==> config.mk <==
export PLATFORM = sky130hd
export DESIGN_NAME = midi_voice_alloc
export DESIGN_NICKNAME = d
export VERILOG_FILES = /design/src/rtl/midi_voice_alloc.sv
export SDC_FILE = /design/constraint.sdc
export NUM_CORES = 1
export LEC_CHECK = 0
export ABC_AREA = 1
export CORE_MARGIN = 2
export CORE_UTILIZATION = 53
export DETAILED_ROUTE_END_ITERATION = 16
export HOLD_SLACK_MARGIN = 0.05
export PLACE_DENSITY = 0.86
export SYNTH_ARGS = -nofsm -noshare
export SYNTH_HDL_FRONTEND = slang
export SYNTH_SLANG_ARGS = --single-unit
==> constraint.sdc <==
create_clock -name clk_in -period 8.6 [get_ports clk_in]
set_input_delay 1.29 -clock clk_in [delete_from_list [all_inputs] [get_ports clk_in]]
set_output_delay 1.29 -clock clk_in [all_outputs]
set_load 0.05 [all_outputs]
==> src/rtl/midi_voice_alloc.sv <==
// Polyphonic MIDI voice allocator: decodes note-on/off/all-notes-off for one channel, assigns LRU voices.
// Define VOICE_STEAL_EN to let a note-on with no matching or free voice take over the oldest voice.
module midi_voice_alloc #(
    parameter int N_VOICES   = 4,
    parameter int PHASE_BITS = 32,
    parameter int CHANNEL    = 0,
    parameter int OMNI       = 0
) (
    input  logic                           clk_in,
    input  logic                           rst_in,
    input  logic                           midi_valid_in,
    input  logic [23:0]                    midi_event_in,
    output logic                           ready_out,
    output logic                           overflow_out,
    output logic [N_VOICES-1:0]            gate_out,
    output logic [N_VOICES*7-1:0]          note_out,
    output logic [N_VOICES*8-1:0]          vol_out,
    output logic [N_VOICES*PHASE_BITS-1:0] phase_incr_out
);

    localparam int IDX_W = (N_VOICES > 1) ? $clog2(N_VOICES) : 1;

    localparam logic [1:0] ST_IDLE   = 2'd0;
    localparam logic [1:0] ST_SCAN   = 2'd1;
    localparam logic [1:0] ST_COMMIT = 2'd2;

    localparam logic [1:0] EV_ON  = 2'd0;
    localparam logic [1:0] EV_OFF = 2'd1;
    localparam logic [1:0] EV_ALL = 2'd2;

    // Increments for notes 120..131 (C9..B9) at 48 kHz, 32-bit accumulator scale.
    function automatic logic [31:0] base_incr(input logic [3:0] k);
        case (k)
            4'd0:    return 32'd749115488;
            4'd1:    return 32'd793660203;
            4'd2:    return 32'd840853752;
            4'd3:    return 32'd890853433;
            4'd4:    return 32'd943826218;
            4'd5:    return 32'd999948913;
            4'd6:    return 32'd1059409156;
            4'd7:    return 32'd1122404694;
            4'd8:    return 32'd1189146696;
            4'd9:    return 32'd1259857069;
            4'd10:   return 32'd1334772036;
            4'd11:   return 32'd1414142136;
            default: return 32'd0;
        endcase
    endfunction

    // Rescale a 32-bit-accumulator increment to the PHASE_BITS accumulator.
    function automatic logic [PHASE_BITS-1:0] scale_incr(input logic [31:0] v);
        logic [PHASE_BITS+31:0] w;
        w = {v, {PHASE_BITS{1'b0}}};
        return w[PHASE_BITS+31:32];
    endfunction

    // ---------------- input decode ----------------
    logic [3:0] in_op;
    logic [3:0] in_chan;
    logic [7:0] in_data1;
    logic [7:0] in_data2;
    logic       chan_ok;
    logic       in_hit;
    logic [1:0] in_kind;

    assign in_op    = midi_event_in[23:20];
    assign in_chan  = midi_event_in[19:16];
    assign in_data1 = midi_event_in[15:8];
    assign in_data2 = midi_event_in[7:0];
    assign chan_ok  = (OMNI != 0) || (in_chan == 4'(CHANNEL));

    always_comb begin
        in_hit  = 1'b0;
        in_kind = EV_ON;
        if (midi_valid_in && chan_ok) begin
            if (in_op == 4'h9 && in_data2 != 8'd0) begin
                in_hit  = 1'b1;
                in_kind = EV_ON;
            end else if (in_op == 4'h8 || in_op == 4'h9) begin
                in_hit  = 1'b1;
                in_kind = EV_OFF;
            end else if (in_op == 4'hB && in_data1 == 8'd123) begin
                in_hit  = 1'b1;
                in_kind = EV_ALL;
            end
        end
    end

    // ---------------- state ----------------
    logic [1:0]       state_reg;
    logic [IDX_W-1:0] scan_idx_reg;
    logic [1:0]       lat_kind_reg;
    logic [6:0]       lat_note_reg;
    logic [6:0]       lat_vel_reg;
    logic             buf_valid_reg;
    logic [1:0]       buf_kind_reg;
    logic [6:0]       buf_note_reg;
    logic [6:0]       buf_vel_reg;
    logic             match_found_reg;
    logic [IDX_W-1:0] match_idx_reg;
    logic             free_found_reg;
    logic [IDX_W-1:0] free_idx_reg;
    logic [IDX_W-1:0] oldest_idx_reg;
    logic             overflow_reg;

    logic [N_VOICES-1:0]   gate_reg;
    logic [6:0]            note_reg [N_VOICES];
    logic [7:0]            vol_reg  [N_VOICES];
    logic [PHASE_BITS-1:0] incr_reg [N_VOICES];
    logic [IDX_W-1:0]      rank_reg [N_VOICES];

    // A new event may start in IDLE or straight out of COMMIT, so the
    // buffered event costs no extra idle cycle.
    logic can_start;
    logic start_buf;
    logic start_in;
    logic store_in;
    logic drop_in;

    assign can_start = (state_reg == ST_IDLE) || (state_reg == ST_COMMIT);
    assign start_buf = can_start && buf_valid_reg;
    assign start_in  = can_start && !buf_valid_reg && in_hit;
    assign store_in  = in_hit && (can_start ? buf_valid_reg : !buf_valid_reg);
    assign drop_in   = in_hit && !can_start && buf_valid_reg;
    assign ready_out = (state_reg == ST_IDLE) && !buf_valid_reg;

    // ---------------- commit decision ----------------
    logic [IDX_W-1:0]      tgt_idx;
    logic                  tgt_ok;
    logic                  on_drop;
    logic [IDX_W-1:0]      tgt_rank;
    logic                  commit_on;
    logic                  commit_off;
    logic                  commit_all;
    logic                  steal_drop;
    logic [3:0]            note_div;
    logic [3:0]            note_mod;
    logic [PHASE_BITS-1:0] new_incr;

    always_comb begin
        tgt_idx = oldest_idx_reg;
        tgt_ok  = 1'b0;
        on_drop = 1'b0;
        if (match_found_reg) begin
            tgt_idx = match_idx_reg;
            tgt_ok  = 1'b1;
        end else if (free_found_reg) begin
            tgt_idx = free_idx_reg;
            tgt_ok  = 1'b1;
        end else begin
`ifdef VOICE_STEAL_EN
            tgt_ok  = 1'b1;
`else
            on_drop = 1'b1;
`endif
        end
    end

    assign tgt_rank   = rank_reg[tgt_idx];
    assign commit_on  = (state_reg == ST_COMMIT) && (lat_kind_reg == EV_ON) && tgt_ok;
    assign commit_off = (state_reg == ST_COMMIT) && (lat_kind_reg == EV_OFF) && match_found_reg;
    assign commit_all = (state_reg == ST_COMMIT) && (lat_kind_reg == EV_ALL);
    assign steal_drop = (state_reg == ST_COMMIT) && (lat_kind_reg == EV_ON) && on_drop;

    // Octave shift: notes 120..127 use the table directly, each octave below halves it.
    assign note_div = 4'(lat_note_reg / 7'd12);
    assign note_mod = 4'(lat_note_reg % 7'd12);
    assign new_incr = scale_incr(base_incr(note_mod)) >> (4'd10 - note_div);

    // ---------------- control FSM, buffer and scan ----------------
    always_ff @(posedge clk_in or posedge rst_in) begin
        if (rst_in) begin
            state_reg       <= ST_IDLE;
            scan_idx_reg    <= '0;
            lat_kind_reg    <= EV_ON;
            lat_note_reg    <= '0;
            lat_vel_reg     <= '0;
            buf_valid_reg   <= 1'b0;
            buf_kind_reg    <= EV_ON;
            buf_note_reg    <= '0;
            buf_vel_reg     <= '0;
            match_found_reg <= 1'b0;
            match_idx_reg   <= '0;
            free_found_reg  <= 1'b0;
            free_idx_reg    <= '0;
            oldest_idx_reg  <= '0;
            overflow_reg    <= 1'b0;
        end else begin
            overflow_reg <= drop_in || steal_drop;

            if (store_in) begin
                buf_valid_reg <= 1'b1;
                buf_kind_reg  <= in_kind;
                buf_note_reg  <= in_data1[6:0];
                buf_vel_reg   <= in_data2[6:0];
            end else if (start_buf) begin
                buf_valid_reg <= 1'b0;
            end

            if (start_buf || start_in) begin
                state_reg       <= ST_SCAN;
                scan_idx_reg    <= '0;
                match_found_reg <= 1'b0;
                free_found_reg  <= 1'b0;
                lat_kind_reg    <= start_buf ? buf_kind_reg : in_kind;
                lat_note_reg    <= start_buf ? buf_note_reg : in_data1[6:0];
                lat_vel_reg     <= start_buf ? buf_vel_reg  : in_data2[6:0];
            end else if (state_reg == ST_SCAN) begin
                if (!match_found_reg && gate_reg[scan_idx_reg] &&
                    note_reg[scan_idx_reg] == lat_note_reg) begin
                    match_found_reg <= 1'b1;
                    match_idx_reg   <= scan_idx_reg;
                end
                if (!free_found_reg && !gate_reg[scan_idx_reg]) begin
                    free_found_reg <= 1'b1;
                    free_idx_reg   <= scan_idx_reg;
                end
                if (rank_reg[scan_idx_reg] == IDX_W'(N_VOICES - 1)) begin
                    oldest_idx_reg <= scan_idx_reg;
                end
                if (scan_idx_reg == IDX_W'(N_VOICES - 1)) begin
                    state_reg <= ST_COMMIT;
                end else begin
                    scan_idx_reg <= scan_idx_reg + 1'b1;
                end
            end else begin
                state_reg <= ST_IDLE;
            end
        end
    end

    // ---------------- voice registers and LRU ranks ----------------
    always_ff @(posedge clk_in or posedge rst_in) begin
        if (rst_in) begin
            gate_reg <= '0;
            for (int i = 0; i < N_VOICES; i++) begin
                note_reg[i] <= '0;
                vol_reg[i]  <= '0;
                incr_reg[i] <= '0;
                rank_reg[i] <= IDX_W'(i);
            end
        end else begin
            for (int i = 0; i < N_VOICES; i++) begin
                if (commit_all || (commit_off && match_idx_reg == IDX_W'(i))) begin
                    gate_reg[i] <= 1'b0;
                    vol_reg[i]  <= '0;
                end else if (commit_on && tgt_idx == IDX_W'(i)) begin
                    gate_reg[i] <= 1'b1;
                    note_reg[i] <= lat_note_reg;
                    vol_reg[i]  <= {lat_vel_reg, 1'b0};
                    incr_reg[i] <= new_incr;
                end
                if (commit_on) begin
                    if (tgt_idx == IDX_W'(i)) begin
                        rank_reg[i] <= '0;
                    end else if (rank_reg[i] < tgt_rank) begin
                        rank_reg[i] <= rank_reg[i] + 1'b1;
                    end
                end
            end
        end
    end

    assign overflow_out = overflow_reg;

    genvar gi;
    generate
        for (gi = 0; gi < N_VOICES; gi++) begin : g_voice_out
            assign gate_out[gi]                                   = gate_reg[gi];
            assign note_out[gi*7 +: 7]                            = note_reg[gi];
            assign vol_out[gi*8 +: 8]                             = vol_reg[gi];
            assign phase_incr_out[gi*PHASE_BITS +: PHASE_BITS]    = incr_reg[gi];
        end
    endgenerate

endmodule
==> impl_metrics.prom <==
# TYPE chip_impl_metric gauge
chip_impl_metric{name="holdWs",unit="ns"} 0.481
chip_impl_info{name="post-synth-top-area-cell",value="dfrtp_1"} 1
chip_impl_metric{name="multi_input_comb_area",unit="µm²"} 5310
chip_impl_info{name="critPathMostFrequentCell",value="nand2_4"} 1
chip_impl_metric{name="vias",unit=""} 11874
chip_impl_metric{name="ys_warn_count",unit=""} 0
chip_impl_metric{name="cts_max_level",unit=""} 1
chip_impl_metric{name="vdd_drop_max",unit="mV"} 0.216
chip_impl_metric{name="portion_of_synthesized_cell_area_occupied_by_the_leading_cell_type",unit=""} 0.487
chip_impl_metric{name="cp_slowest_stage_delay",unit="ns"} 0.70
chip_impl_metric{name="global_route.usage.total",unit=""} 0.319
chip_impl_metric{name="finish.instance_area",unit="µm²"} 15200
chip_impl_info{name="netlist_top_cells_count",value="532 x nand2_1, 278 x nand3_1, 234 x dfrtp_1"} 1
chip_impl_metric{name="syn2layout_area_growth",unit="%"} 26.1
chip_impl_metric{name="tightest_slew",unit="ns"} 0.996
chip_impl_metric{name="routed_wirelength",unit="µm"} 38400
chip_impl_metric{name="power.share.switching",unit=""} 0.508
chip_impl_info{name="outcome",value="completed"} 1
chip_impl_metric{name="drv_slew",unit=""} 0
chip_impl_metric{name="hold_violations",unit=""} 0
chip_impl_info{name="ws_path_type",value="reg2reg"} 1
chip_impl_metric{name="numCtsBuffers",unit=""} 25
chip_impl_metric{name="post-cts-setup-buffers",unit=""} 0
chip_impl_metric{name="critical_path.max_fanout",unit=""} 33
chip_impl_metric{name="num-nets-final",unit=""} 1752
chip_impl_metric{name="drtIter0Drc",unit=""} 1115
chip_impl_metric{name="finalNonFillerCells",unit=""} 2012
chip_impl_metric{name="finalCritPeriodShare",unit=""} 0.452
chip_impl_metric{name="timing.clock.skew",unit="ns"} 0.0113
chip_impl_metric{name="n_fill_cell",unit=""} 1786
chip_impl_metric{name="cts-hold-fix-buffers",unit=""} 0
chip_impl_metric{name="postSynthAreaPerCell",unit="µm²"} 7.84
chip_impl_info{name="cts_tree",value="yes"} 1
chip_impl_metric{name="antenna_cells_inserted",unit=""} 0
chip_impl_info{name="cells_taking_the_most_area_after_synthesis",value="dfrtp_1 49%, nand2_1 17%, nand3_1 12%"} 1
chip_impl_info{name="startpoint_type",value="register"} 1
chip_impl_metric{name="num_rows",unit=""} 55
chip_impl_metric{name="vias_in_the_first_global_route",unit=""} 11653
chip_impl_metric{name="routabilityCongestion",unit=""} 0.967
chip_impl_metric{name="achievable-frequency",unit="MHz"} 257
chip_impl_metric{name="grt_start_max_net_pins",unit=""} 103
chip_impl_metric{name="powerDensity",unit="nW/µm²"} 381
chip_impl_metric{name="route.detailed.drc",unit=""} 0
chip_impl_metric{name="boundaryPins",unit=""} 221
chip_impl_metric{name="layout-drive-gt1-share",unit=""} 0.0672
chip_impl_metric{name="combinational_group_share_of_total_power",unit=""} 0.552
chip_impl_metric{name="clkLatencyLatePin",unit="ns"} 0.55
chip_impl_metric{name="yosys_register_bits",unit=""} 238
chip_impl_metric{name="total_switching_power",unit="mW"} 2.93
chip_impl_metric{name="pwr-share-clk",unit=""} 0.208
chip_impl_metric{name="largest_reg_flops",unit=""} 124
chip_impl_metric{name="cts-resized-gates",unit=""} 0
chip_impl_metric{name="start_util",unit=""} 0.536
chip_impl_metric{name="antenna_violations_before_repair",unit=""} 0
chip_impl_metric{name="intPower",unit="mW"} 2.84
chip_impl_metric{name="maxCapViolCount",unit=""} 0
chip_impl_metric{name="tritoncts_num_sinks",unit=""} 238
chip_impl_metric{name="floorplan.die_area",unit="µm²"} 23900
chip_impl_metric{name="pre_cts_ws",unit="ns"} 4.77
chip_impl_metric{name="design_power_total",unit="mW"} 5.77
chip_impl_metric{name="drt_first_pass_iters",unit=""} 6
chip_impl_metric{name="global_route_wire_length_before_repair",unit="µm"} 61200
chip_impl_metric{name="utilization",unit=""} 0.676
chip_impl_metric{name="maxSlewHeadroom",unit=""} 0.335
chip_impl_info{name="yosys_most_used_dff",value="dfrtp_1"} 1
chip_impl_metric{name="worst_path_required_time",unit="ns"} 9.06
chip_impl_metric{name="timing.final.ws_setup",unit="ns"} 4.71
chip_impl_metric{name="critPathArrivalTime",unit="ns"} 4.35
chip_impl_info{name="cp-end-kind",value="register"} 1
chip_impl_metric{name="port-buffer-count",unit=""} 212
chip_impl_metric{name="synth-edff-count",unit=""} 0
chip_impl_metric{name="gr-total-overflow",unit=""} 0
chip_impl_metric{name="hpwl",unit="µm"} 25800
chip_impl_info{name="post-synth-top-count-cell",value="nand2_1"} 1
chip_impl_metric{name="viasPerCell",unit=""} 5.90
chip_impl_metric{name="place_area",unit="µm²"} 14200
chip_impl_metric{name="synth_sequential_area_ratio",unit=""} 0.496
chip_impl_metric{name="static-leakage-power",unit="nW"} 7.35
chip_impl_metric{name="remaining_number_of_nets_flagged_by_the_antenna_check_after_routing",unit=""} 0
chip_impl_metric{name="clk_path_buf_depth",unit=""} 3
chip_impl_info{name="clock_tree.root_cell",value="clkbuf_16"} 1
chip_impl_metric{name="final-setup-viol-count",unit=""} 0
chip_impl_info{name="hp-class",value="reg2reg"} 1
chip_impl_metric{name="p_seq_frac",unit=""} 0.240
chip_impl_metric{name="clk_transition_reported_paths",unit="ns"} 0.06
chip_impl_info{name="critical_path.cell_chain",value="nand2_2 > nand2_4 > nand3_2 > nand3_2 > nand2_4 > nand2_2 > nand2_4 > inv_2 > nand2_4 > nand2_4 > ha_1 > buf_4 > inv_1 > nand3_1 > nand3_1 > nand3_1 > o21ai_1"} 1
chip_impl_metric{name="netlist-cell-type-count",unit=""} 45
chip_impl_metric{name="setup_tns",unit="ns"} 0
chip_impl_metric{name="post_synthesis_instance_total",unit=""} 1534
chip_impl_metric{name="dieHeight",unit="µm"} 155
chip_impl_metric{name="cell_area_after_technology_mapping",unit="µm²"} 12000
chip_impl_metric{name="ys_async_sr_fraction",unit=""} 1.00
chip_impl_metric{name="ff_latch_area",unit="µm²"} 5960
chip_impl_metric{name="avgRoutedWirePerCell",unit="µm"} 19.1
chip_impl_metric{name="placeableCoreArea",unit="µm²"} 22400
chip_impl_info{name="worst_path_max_delay_cell",value="inv_1"} 1
chip_impl_info{name="grt_setup_unrepaired",value="no"} 1
chip_impl_metric{name="fin_crit",unit="ns"} 3.89
chip_impl_metric{name="dpl.cell_count",unit=""} 1968
chip_impl_metric{name="die_w",unit="µm"} 155
-- power groups by stage --
stage	combinational (mW)	clock (mW)	sequential (mW)
after floorplan	2.07	0	1.62
after global placement	3.07	0	1.39
after detailed placement	3.10	0	1.39
after CTS	3.12	1.21	1.38
after global routing	3.47	1.25	1.40
final	3.18	1.20	1.38
-- metal layers --
layer / global-route usage / part of all wire / wire [µm]
met5: 0 / 0 / 0
met4: 0.0988 / 0.028 / 1080
met3: 0.0558 / 0.084 / 3240
met2: 0.512 / 0.46 / 17800
met1: 0.446 / 0.43 / 16300
-- cell usage in the layout, fill, tap and decap left out, types with 15 or more instances in the layout --
cell               n
dfrtp_1          234
nand3_1          278
nand2_1          532
o22ai_1           34
clkbuf_16         25
inv_1             91
nor2_1            24
ha_1              15
clkdlybuf4s50_1  212
o21ai_0          114
-- final cells by class --
cell class	count	share of cell area
Timing Repair Buffer	224	0.146
Clock inverter	12	0.0140
Inverter	107	0.0270
Tap cell	285	0.0235
Multi-Input combinational cell	1114	0.350
Sequential cell	238	0.393
Clock buffer	32	0.0463
-- cells by family after synthesis --
logic type	Yosys count	synth area share
xor+xnor	5	0.00364
buf+inv	189	0.0662
other cells	1	0.000312
fa+ha+maj	15	0.0156
flops	238	0.496
simple gates	889	0.325
compound gates	197	0.0931
-- path summary, 6_finish.rpt --
path	startpoint	end	slack, ns	depth (start not counted)
worst max register to register	lat_note_reg[5]	phase_incr_out[58]	4.71	17
worst min-delay path	phase_incr_out[108]	phase_incr_out[108]	0.48	2
max in group asynchronous	rst_in	phase_incr_out[75]	5.88	3
worst min register to register	phase_incr_out[108]	phase_incr_out[108]	0.48	2
worst max-delay path	lat_note_reg[5]	phase_incr_out[58]	4.71	17
min in group asynchronous	rst_in	note_out[21]	1.24	2
-- worst max-delay path, delay by kind of cell, from the launching register on --
kind	cells	cell delay (ns)
AND/OR/NAND/NOR	12	1.74
AO/OA/AOI/OAI	1	0.21
adder cells (fa/ha/maj)	1	0.30
flip-flops	1	0.50
buffers and inverters	3	1.02
(Power assumes the default switching activity.)
